## config.mk

```make
export PLATFORM = sky130hd
export DESIGN_NAME = montgomery_to_form_serial
export DESIGN_NICKNAME = d
export VERILOG_FILES = /design/src/rtl/montgomery_to_form_serial.sv
export SDC_FILE = /design/constraint.sdc
export NUM_CORES = 1
export LEC_CHECK = 0
export CORE_AREA = 2 2 172 174
export CTS_CLUSTER_DIAMETER = 120
export DETAILED_ROUTE_END_ITERATION = 12
export DIE_AREA = 0 0 174 176
export GPL_ROUTABILITY_DRIVEN = 0
export PLACE_DENSITY_LB_ADDON = 0.15
export SYNTH_ARGS = -nofsm -noshare
export SYNTH_HDL_FRONTEND = slang
export SYNTH_SLANG_ARGS = --single-unit
```

## constraint.sdc

```tcl
create_clock -name clk_i -period 5 [get_ports clk_i]
set_clock_uncertainty 0.2 [all_clocks]
set_input_delay 1 -clock clk_i [delete_from_list [all_inputs] [get_ports clk_i]]
set_output_delay 1 -clock clk_i [all_outputs]
set_load 0.01 [all_outputs]
```

## src/rtl/montgomery_to_form_serial.sv

```systemverilog
// Serial Montgomery-form converter: result = (x * 2^k) mod m, one shift-and-reduce step per cycle.
// Latency: WIDTH + k cycles after the capture edge; operands that cannot be converted reach DONE in 1 cycle.
// Backpressure: none; start_i is honoured only in IDLE/DONE, and DONE holds the result until restarted.
module montgomery_to_form_serial #(
  parameter int WIDTH = 64
) (
  input  logic             clk_i,
  input  logic             rst_i,
  input  logic             start_i,
  input  logic [WIDTH-1:0] x_i,
  input  logic [WIDTH-1:0] m_i,
  input  logic [WIDTH-1:0] m_bl_i,
  output logic [WIDTH-1:0] result_o,
  output logic             valid_o,
  output logic             busy_o,
  output logic             err_o
);

  // Counter must reach WIDTH-1 in REDUCE and up to WIDTH-1 in SCALE (k <= WIDTH).
  localparam int CW = (WIDTH > 1) ? $clog2(WIDTH + 1) : 1;
  localparam logic [CW-1:0]    RED_LAST = CW'(WIDTH - 1);
  localparam logic [WIDTH-1:0] K_MAX    = WIDTH'(WIDTH);

  typedef enum logic [1:0] {
    S_IDLE   = 2'd0,
    S_REDUCE = 2'd1,
    S_SCALE  = 2'd2,
    S_DONE   = 2'd3
  } state_t;

  state_t r_state;
  state_t w_state_nxt;

  // Captured operands; r_x is shifted left so its MSB is always the next bit to fold in.
  logic [WIDTH-1:0] r_x;
  logic [WIDTH-1:0] r_m;
  logic [WIDTH-1:0] r_k;
  // One spare bit: 2*acc + bit can reach 2m-1, which needs WIDTH+1 bits before the subtract.
  logic [WIDTH:0]   r_acc;
  logic [CW-1:0]    r_cnt;
  logic             r_err;

  logic             w_start;
  logic             w_in_illegal;
  logic             w_red_last;
  logic             w_scl_last;
  logic             w_bit;
  logic [WIDTH:0]   w_dbl;
  logic [WIDTH:0]   w_mext;
  logic [WIDTH:0]   w_step;

  // A new request is accepted only while no conversion is running.
  assign w_start      = start_i && ((r_state == S_IDLE) || (r_state == S_DONE));

  // Operands that cannot be converted: zero modulus or an exponent beyond the datapath width.
  assign w_in_illegal = (m_i == '0) || (m_bl_i > K_MAX);

  assign w_red_last   = (r_cnt == RED_LAST);
  assign w_scl_last   = ((WIDTH'(r_cnt) + WIDTH'(1)) == r_k);

  // REDUCE folds in the operand MSB-first; SCALE is a pure doubling.
  assign w_bit        = (r_state == S_REDUCE) && r_x[WIDTH-1];
  assign w_dbl        = (r_acc << 1) | {{WIDTH{1'b0}}, w_bit};
  assign w_mext       = {1'b0, r_m};
  // acc < m before each step, so 2*acc + bit < 2m and a single subtract restores acc < m.
  assign w_step       = (w_dbl >= w_mext) ? (w_dbl - w_mext) : w_dbl;

  // State register.
  always_ff @(posedge clk_i) begin
    if (rst_i) begin
      r_state <= S_IDLE;
    end else begin
      r_state <= w_state_nxt;
    end
  end

  // Next-state selection and state-decoded outputs.
  always_comb begin
    w_state_nxt = r_state;
    valid_o     = 1'b0;
    busy_o      = 1'b0;
    err_o       = 1'b0;
    result_o    = '0;
    case (r_state)
      S_IDLE: begin
        if (w_start) begin
          w_state_nxt = w_in_illegal ? S_DONE : S_REDUCE;
        end
      end
      S_REDUCE: begin
        busy_o = 1'b1;
        if (w_red_last) begin
          w_state_nxt = (r_k == '0) ? S_DONE : S_SCALE;
        end
      end
      S_SCALE: begin
        busy_o = 1'b1;
        if (w_scl_last) begin
          w_state_nxt = S_DONE;
        end
      end
      S_DONE: begin
        valid_o  = 1'b1;
        err_o    = r_err;
        result_o = r_err ? '0 : r_acc[WIDTH-1:0];
        if (w_start) begin
          w_state_nxt = w_in_illegal ? S_DONE : S_REDUCE;
        end
      end
      default: begin
        w_state_nxt = S_IDLE;
      end
    endcase
  end

  // Operand capture, accumulator update and step counter.
  always_ff @(posedge clk_i) begin
    if (rst_i) begin
      r_x   <= '0;
      r_m   <= '0;
      r_k   <= '0;
      r_acc <= '0;
      r_cnt <= '0;
      r_err <= 1'b0;
    end else begin
      case (r_state)
        S_IDLE, S_DONE: begin
          if (w_start) begin
            r_x   <= x_i;
            r_m   <= m_i;
            r_k   <= m_bl_i;
            r_acc <= '0;
            r_cnt <= '0;
            r_err <= w_in_illegal;
          end
        end
        S_REDUCE: begin
          r_acc <= w_step;
          r_x   <= r_x << 1;
          r_cnt <= w_red_last ? '0 : (r_cnt + CW'(1));
        end
        S_SCALE: begin
          r_acc <= w_step;
          r_cnt <= r_cnt + CW'(1);
        end
        default: begin
          r_cnt <= '0;
        end
      endcase
    end
  end

endmodule

```

==> results of run 1 <==
-- registers in the layout, summed over array words and instances, names as in the netlist --
name     count
r_k         64
r_cnt        7
r_m         64
r_x         64
r_acc       64
r_err        1
r_state      2
-- layout make-up --
cell class,count,area (um2)
flip-flops and latches,266,5330
fillers,2525,9410
well taps,384,480
repair buffers,279,2760
clock inverters,7,87.6
inverters,90,338
diodes,1,2.50
clock buffers,48,898
multi-input cells,1537,9250
-- through the flow --
step,total power (W),std cells
final,0.0157,2612
after global routing,0.0169,2611
after CTS,0.0156,2611
after detailed placement,0.0133,2556
after global placement,0.0132,2556
after floorplan,0.0111,2023
-- layer usage --
| metal | vias up | track usage [%] | part of all wire (%) |
|---|---|---|---|
| met5 | - | 0 | 0.12 |
| met4 | 8 | 13.2 | 4.8 |
| met3 | 129 | 5.47 | 7.5 |
| met2 | 583 | 47.8 | 46 |
| met1 | 7010 | 35.3 | 41 |
| li1 | 7479 | - | - |
-- cell usage in the layout, fill, tap and decap left out, types with 22 or more instances in the layout --
cell type	Yosys	routed
and2_1	71	70
nor2_1	142	139
mux2i_1	71	71
dfxtp_1	266	266
nand4_1	32	32
xor2_1	28	28
a211oi_1	68	68
o21ai_0	81	81
a21oi_1	240	240
xnor2_1	39	39
nand2_1	370	369
inv_1	90	90
nor4_1	56	56
a21o_1	28	28
clkbuf_16	0	30
ha_1	69	68
nor3_1	22	22
clkdlybuf4s50_1	0	260
-- cells by family after synthesis --
family | Yosys count | share of synthesized area (%)
simple gates | 761 | 22.4
compound gates | 564 | 22.8
flops | 266 | 34.6
buf+inv | 220 | 5.64
mux | 75 | 4.96
fa+ha+maj | 70 | 5.74
xor+xnor | 67 | 3.81
-- power groups by stage --
| stage | clock network [W] | logic, W | registers [W] |
|---|---|---|---|
| after CTS | 0.00221 | 0.0102 | 0.00320 |
| final | 0.00218 | 0.0103 | 0.00321 |
| after detailed placement | 0 | 0.0101 | 0.00324 |
| after floorplan | 0 | 0.00798 | 0.00309 |
| after global placement | 0 | 0.00994 | 0.00321 |
| after global routing | 0.00228 | 0.0113 | 0.00328 |
-- synthesized netlist by cell type (11+ instances only) --
master    number
o21ai_1       15
nor3_1        22
a31oi_1       13
xnor2_1       39
nand2_1      370
dfxtp_1      266
a22oi_1       11
o21ai_0       81
nand4_1       32
nand3_1       21
a22o_1        16
inv_1         90
nor4_1        56
and3_1        14
nor2_1       142
a211oi_1      68
a21oi_1      240
o21bai_1      21
clkbuf_1     111
xor2_1        28
a21o_1        28
ha_1          69
and2_1        71
mux2i_1       71
-- worst paths after layout --
| path | from | end | slack [ps] | cells after the start |
|---|---|---|---|---|
| hold reg to reg | r_m[27]$_SDFFE_PP0P_ | r_m[27]$_SDFFE_PP0P_ | 250 | 2 |
| hold / removal | r_m[27]$_SDFFE_PP0P_ | r_m[27]$_SDFFE_PP0P_ | 250 | 2 |
| setup reg to reg | r_m[30]$_SDFFE_PP0P_ | r_acc[30]$_SDFFE_PP0P_ | 1270 | 12 |
| setup / recovery | r_state[0]$_SDFFE_PP0P_ | result_o[40] | 830 | 5 |
-- critical path, delay by kind of cell, from the launching register on --
kind | cells | cell delay (ps)
buf+inv | 2 | 890
flops | 1 | 440
fa+ha+maj | 1 | 220
simple gates | 2 | 830
==> reports/results.txt, run 1 <==
worst setup margin = 831 ps
I/O pin cnt = 262
H-tree level count = 1
CTS Buffer Depth = 3
Nets = 2,469
First DRT Iteration DRCs = 1,159
# Max-Cap Violations = 0
crit end category = output port
design area = 19,100 um2
slew margin rel. = 24.5%
Area after DPL = 18,100 um2
vias in the first global route = 14.4k
synth unique cells = 68
post-place setup slack = 1310 ps
DIE HEIGHT = 176 um
Min Clock Period, post-route = 4170 ps
Yosys top cell area share = 34.6%
CP peak stage delay = 660 ps
Post-CTS Setup Inserts = 0
top cell type by total area after synthesis = dfxtp_1
setup total negative slack = 0 ps
P_sw = 0.00769 W
Final Util = 67.0%
RSZ-0062 raised after global routing = false
CORE AREA = 28,500 um2
yosys warns = 0
CTS buffer count = 30
Min-Delay Path Class = register to register
layout cells sized above 1 = 3.91%
Peak Freq = 240 MHz
Critical Path AT = 2970 ps
critical path class = register to output port
synth-to-layout area growth = 24.4%
top post-synthesis cells by area = dfxtp_1 35%, nand2_1 9.0%, a21oi_1 7.8%
Switching Fraction = 48.8%
DP HPWL = 33,300 um
most common flop cell mapped by yosys = dfxtp_1
overall routing resource usage = 28.4%
leakage = 7.54 nW
CTS resizes = 0
routed wire length = 45,200 um
Clock Sinks = 266
Comb pwr share = 65.8%
final slew viol count = 0
total global routing overflow = 0
post-DR vias/cell = 5.82
Flop pwr share = 20.4%
die area = 30,600 um2
Synth Instances = 2,023
Post-synth EDFFs = 0
Worst setup SP type = register
WHS = 254 ps
# port buffers = 261
initial antenna violation count = 5
final setup violation count = 0
antenna-violating nets left = 0
Syn Nets = 2,288
Routed wire per std cell = 17.3 um
Synth Cell Area = 15,400 um2
post-synthesis sequential area ratio = 34.6%
DIE WIDTH = 174 um
DRC errors left = 0
worst ir drop on vdd = 0.000638 V
synthesized flop and latch total = 266
Slowest-stage cell, CP = nor2b_4
run status = finished clean
Root Buffer = clkbuf_16
final period utilization = 83.4%
Post-synth ARST share = 0%
global-route wire length before repair = 72,100 um
clk_lat worst skew = 580 ps
CP Cell Sequence = ha_1, nor2b_4, buf_4, and2_1, clkdlybuf4s50_1
CTS Hold Bufs = 0
Required @ worst endpoint = 3800 ps
Clk pwr share = 13.8%
Hold Vio Cnt, Final = 0
DR pass1 iterations = 5
Pwr per Cell Area = 822 nW/um2
Internal Power = 0.00805 W
Max FO, Critical Path = 37
Starting Density = 53.9%
TritonCTS clock tree = done
Cell Rows = 62
Worst Max-Slew Pin Slew = 1130 ps
clk slew on worst S/H paths = 60 ps
via count = 15.2k
Syn Area/Cell = 7.61 um2
largest net degree at the start of global routing = 125
(Power assumes the default switching activity.)
==> inputs of run 2 (changes only) <==
--- a/config.mk
+++ b/config.mk
@@ -5,10 +5,10 @@
 export SDC_FILE = /design/constraint.sdc
 export NUM_CORES = 1
 export LEC_CHECK = 0
-export CORE_AREA = 2 2 172 174
+export CORE_AREA = 2 2 181 183
 export CTS_CLUSTER_DIAMETER = 120
 export DETAILED_ROUTE_END_ITERATION = 12
-export DIE_AREA = 0 0 174 176
+export DIE_AREA = 0 0 183 185
 export GPL_ROUTABILITY_DRIVEN = 0
 export PLACE_DENSITY_LB_ADDON = 0.15
 export SYNTH_ARGS = -nofsm -noshare
==> constraint.sdc (replaced) <==
create_clock -name clk_i -period 3.5 [get_ports clk_i]
set_clock_uncertainty 0.2 [all_clocks]
set_input_delay 0.7 -clock clk_i [delete_from_list [all_inputs] [get_ports clk_i]]
set_output_delay 0.7 -clock clk_i [all_outputs]
set_load 0.01 [all_outputs]
==> run 2 against run 1 <==
  * Critical path depth up 8
  * Non-clock buffer count up 36
  * Routed wire length is 3.1% higher
  * Flip-flop and latch count unchanged
  * Clock power is 65% higher
  * Global-route usage shrank 1.8 points
  * Sequential power up 43%
  * Total power is 56% higher
  * Largest cell class unchanged
  * Largest power group unchanged
==> reports/results.txt, run 2 (synthesis results as in run 1) <==
Final Util = 61.9% (-5.1 points)
DIE WIDTH = 183 um (+5.2%)
Hold Vio Cnt, Final = 0 (unchanged)
Starting Density = 48.0% (-5.9 points)
antenna-violating nets left = 0 (unchanged)
Routed wire per std cell = 17.5 um (+0.82%)
worst r2r src = r_m[9]$_SDFFE_PP0P_
CP Buf/Inv Count = 3 (+1)
First DRT Iteration DRCs = 1,164 (+0.43%)
Min Clock Period, post-route = 3410 ps
# port buffers = 261 (unchanged)
final slew viol count = 0 (unchanged)
CTS Hold Bufs = 0 (unchanged)
clk slew on worst S/H paths = 60 ps (about the same)
Critical R2R Capture = r_acc[30]$_SDFFE_PP0P_
r2r setup slk = 90 ps (-1180 ps)
Cell Rows = 66 (+6.5%)
Min-Delay Path Class = input port to register
DP HPWL = 34,100 um (+2.6%)
cell repeated most along the worst path = inv_1
WHS = 168 ps (-85.6 ps)
Required @ worst endpoint = 3740 ps (-60 ps)
Critical Path AT = 3660 ps (+690 ps)
H-tree level count = 1 (unchanged)
hold depth = 2 (unchanged)
final setup violation count = 0 (unchanged)
Peak Freq = 293 MHz
DIE HEIGHT = 185 um (+5.1%)
CTS Buffer Depth = 3 (unchanged)
layout cells sized above 1 = 6.63% (+2.7 points)
Worst setup SP type = register
# Max-Cap Violations = 0 (unchanged)
I/O pin cnt = 262 (unchanged)
ant diodes = 0 (-1)
clk_lat worst skew = 580 ps (about the same)
Clock Sinks = 266 (unchanged)
leakage = 7.86 nW (+4.3%)
crit end category = register
Worst Max-Slew Pin Slew = 1130 ps (-4.44 ps)
Hold Startpoint = rst_i
Pwr per Cell Area = 1240 nW/um2 (+51%)
via count = 15.3k (+0.37%)
TritonCTS clock tree = done
initial antenna violation count = 4 (-1)
Nets = 2,505 (+1.5%)
overall routing resource usage = 26.6% (-1.8 points)
RSZ-0062 raised after global routing = true
DR pass1 iterations = 7 (+2)
die area = 33,900 um2 (+11%)
final period utilization = 97.5%
CP peak stage delay = 360 ps (-300 ps)
post-DR vias/cell = 5.71 (-1.9%)
vias in the first global route = 14.7k (+2.1%)
commonest cells after routing, fill and taps aside = 369 x nand2_1, 265 x dfxtp_1, 260 x clkdlybuf4s50_1, 240 x a21oi_1, 139 x nor2_1
critical path class = register to register
setup total negative slack = 0 ps (unchanged)
CTS buffer count = 30 (unchanged)
CORE AREA = 32,000 um2 (+12%)
Reg2Reg Depth = 13 (+1)
hold worst-path end = r_m[63]$_SDFFE_PP0P_
synth-to-layout area growth = 28.9%
run status = finished clean
worst ir drop on vdd = 0.000752 V (+18%)
total global routing overflow = 0 (unchanged)
DRC errors left = 0 (unchanged)
total stage count of the critical path = 13 (+8)
largest net degree at the start of global routing = 200 (+60%)
Slowest-stage cell, CP = ha_1
Max FO, Critical Path = 21 (-43%)
commonest non-fill, non-tap cell in the layout = nand2_1
slew margin rel. = 24.8% (+0.30 points)
routed wire length = 46,600 um (+3.1%)
global-route wire length before repair = 73,900 um (+2.5%)
CP Cell Sequence = inv_1, ha_1, and3_2, nor2b_2, o21a_1, nor3_4, a22o_4, o31ai_4, a31oi_4, buf_12, nor2_1, a222oi_1, inv_1
CP delay by family, top = compound AO/OA/AOI/OAI gates
Root Buffer = clkbuf_16
[run 2: how the worst max path moves through the flow]
stage / start / end / slack, ps
4_1_cts: r_state[0]$_SDFFE_PP0P_ / result_o[0] / 40
3_5_place_dp: r_state[0]$_SDFFE_PP0P_ / r_acc[61]$_SDFFE_PP0P_ / 80
6_report: r_m[9]$_SDFFE_PP0P_ / r_acc[30]$_SDFFE_PP0P_ / 90
2_1_floorplan: r_state[0]$_SDFFE_PP0P_ / r_acc[48]$_SDFFE_PP0P_ / 5
5_1_grt: r_m[7]$_SDFFE_PP0P_ / r_acc[30]$_SDFFE_PP0P_ / -50
3_3_place_gp: r_state[0]$_SDFFE_PP0P_ / r_acc[30]$_SDFFE_PP0P_ / 210
[run 2: report_power, final]
group          internal [W]  switching, W
sequential          0.00394      0.000656
combinational       0.00688       0.00953
clock               0.00226       0.00133
total                0.0131        0.0115
[run 2: cell type report]
type	count	area [um2]
clock buffers	41	872
clock inverters	15	284
fillers	2957	12200
inverters	90	338
multi-input cells	1537	9310
flip-flops and latches	266	5330
well taps	408	510
repair buffers	315	3190
[run 2: timing repair]
item                       in CTS  in global routing
setup buffers                   0                  4
gates resized for setup         0                 20
hold endpoints to repair        0                  0
setup endpoints to repair       0                 48
[run 2: layer usage]
metal,routed length (um),part of all wire (%),track usage [%]
met5,39,0.084,0
met4,1770,3.8,10.3
met3,3130,6.7,5.51
met2,21800,47,44.7
met1,19900,43,33.5
[run 2: per-stage QoR]
stage          worst slack, ps  total power, W  instances  cell area (um2)
2_1_floorplan             4.71          0.0159       2023            15400
3_3_place_gp               207          0.0200       2611            18600
3_5_place_dp              84.8          0.0202       2611            18600
4_1_cts                   35.5          0.0239       2667            19700
5_1_grt                  -54.7          0.0264       2672            19800
6_report                  89.1          0.0246       2672            19800
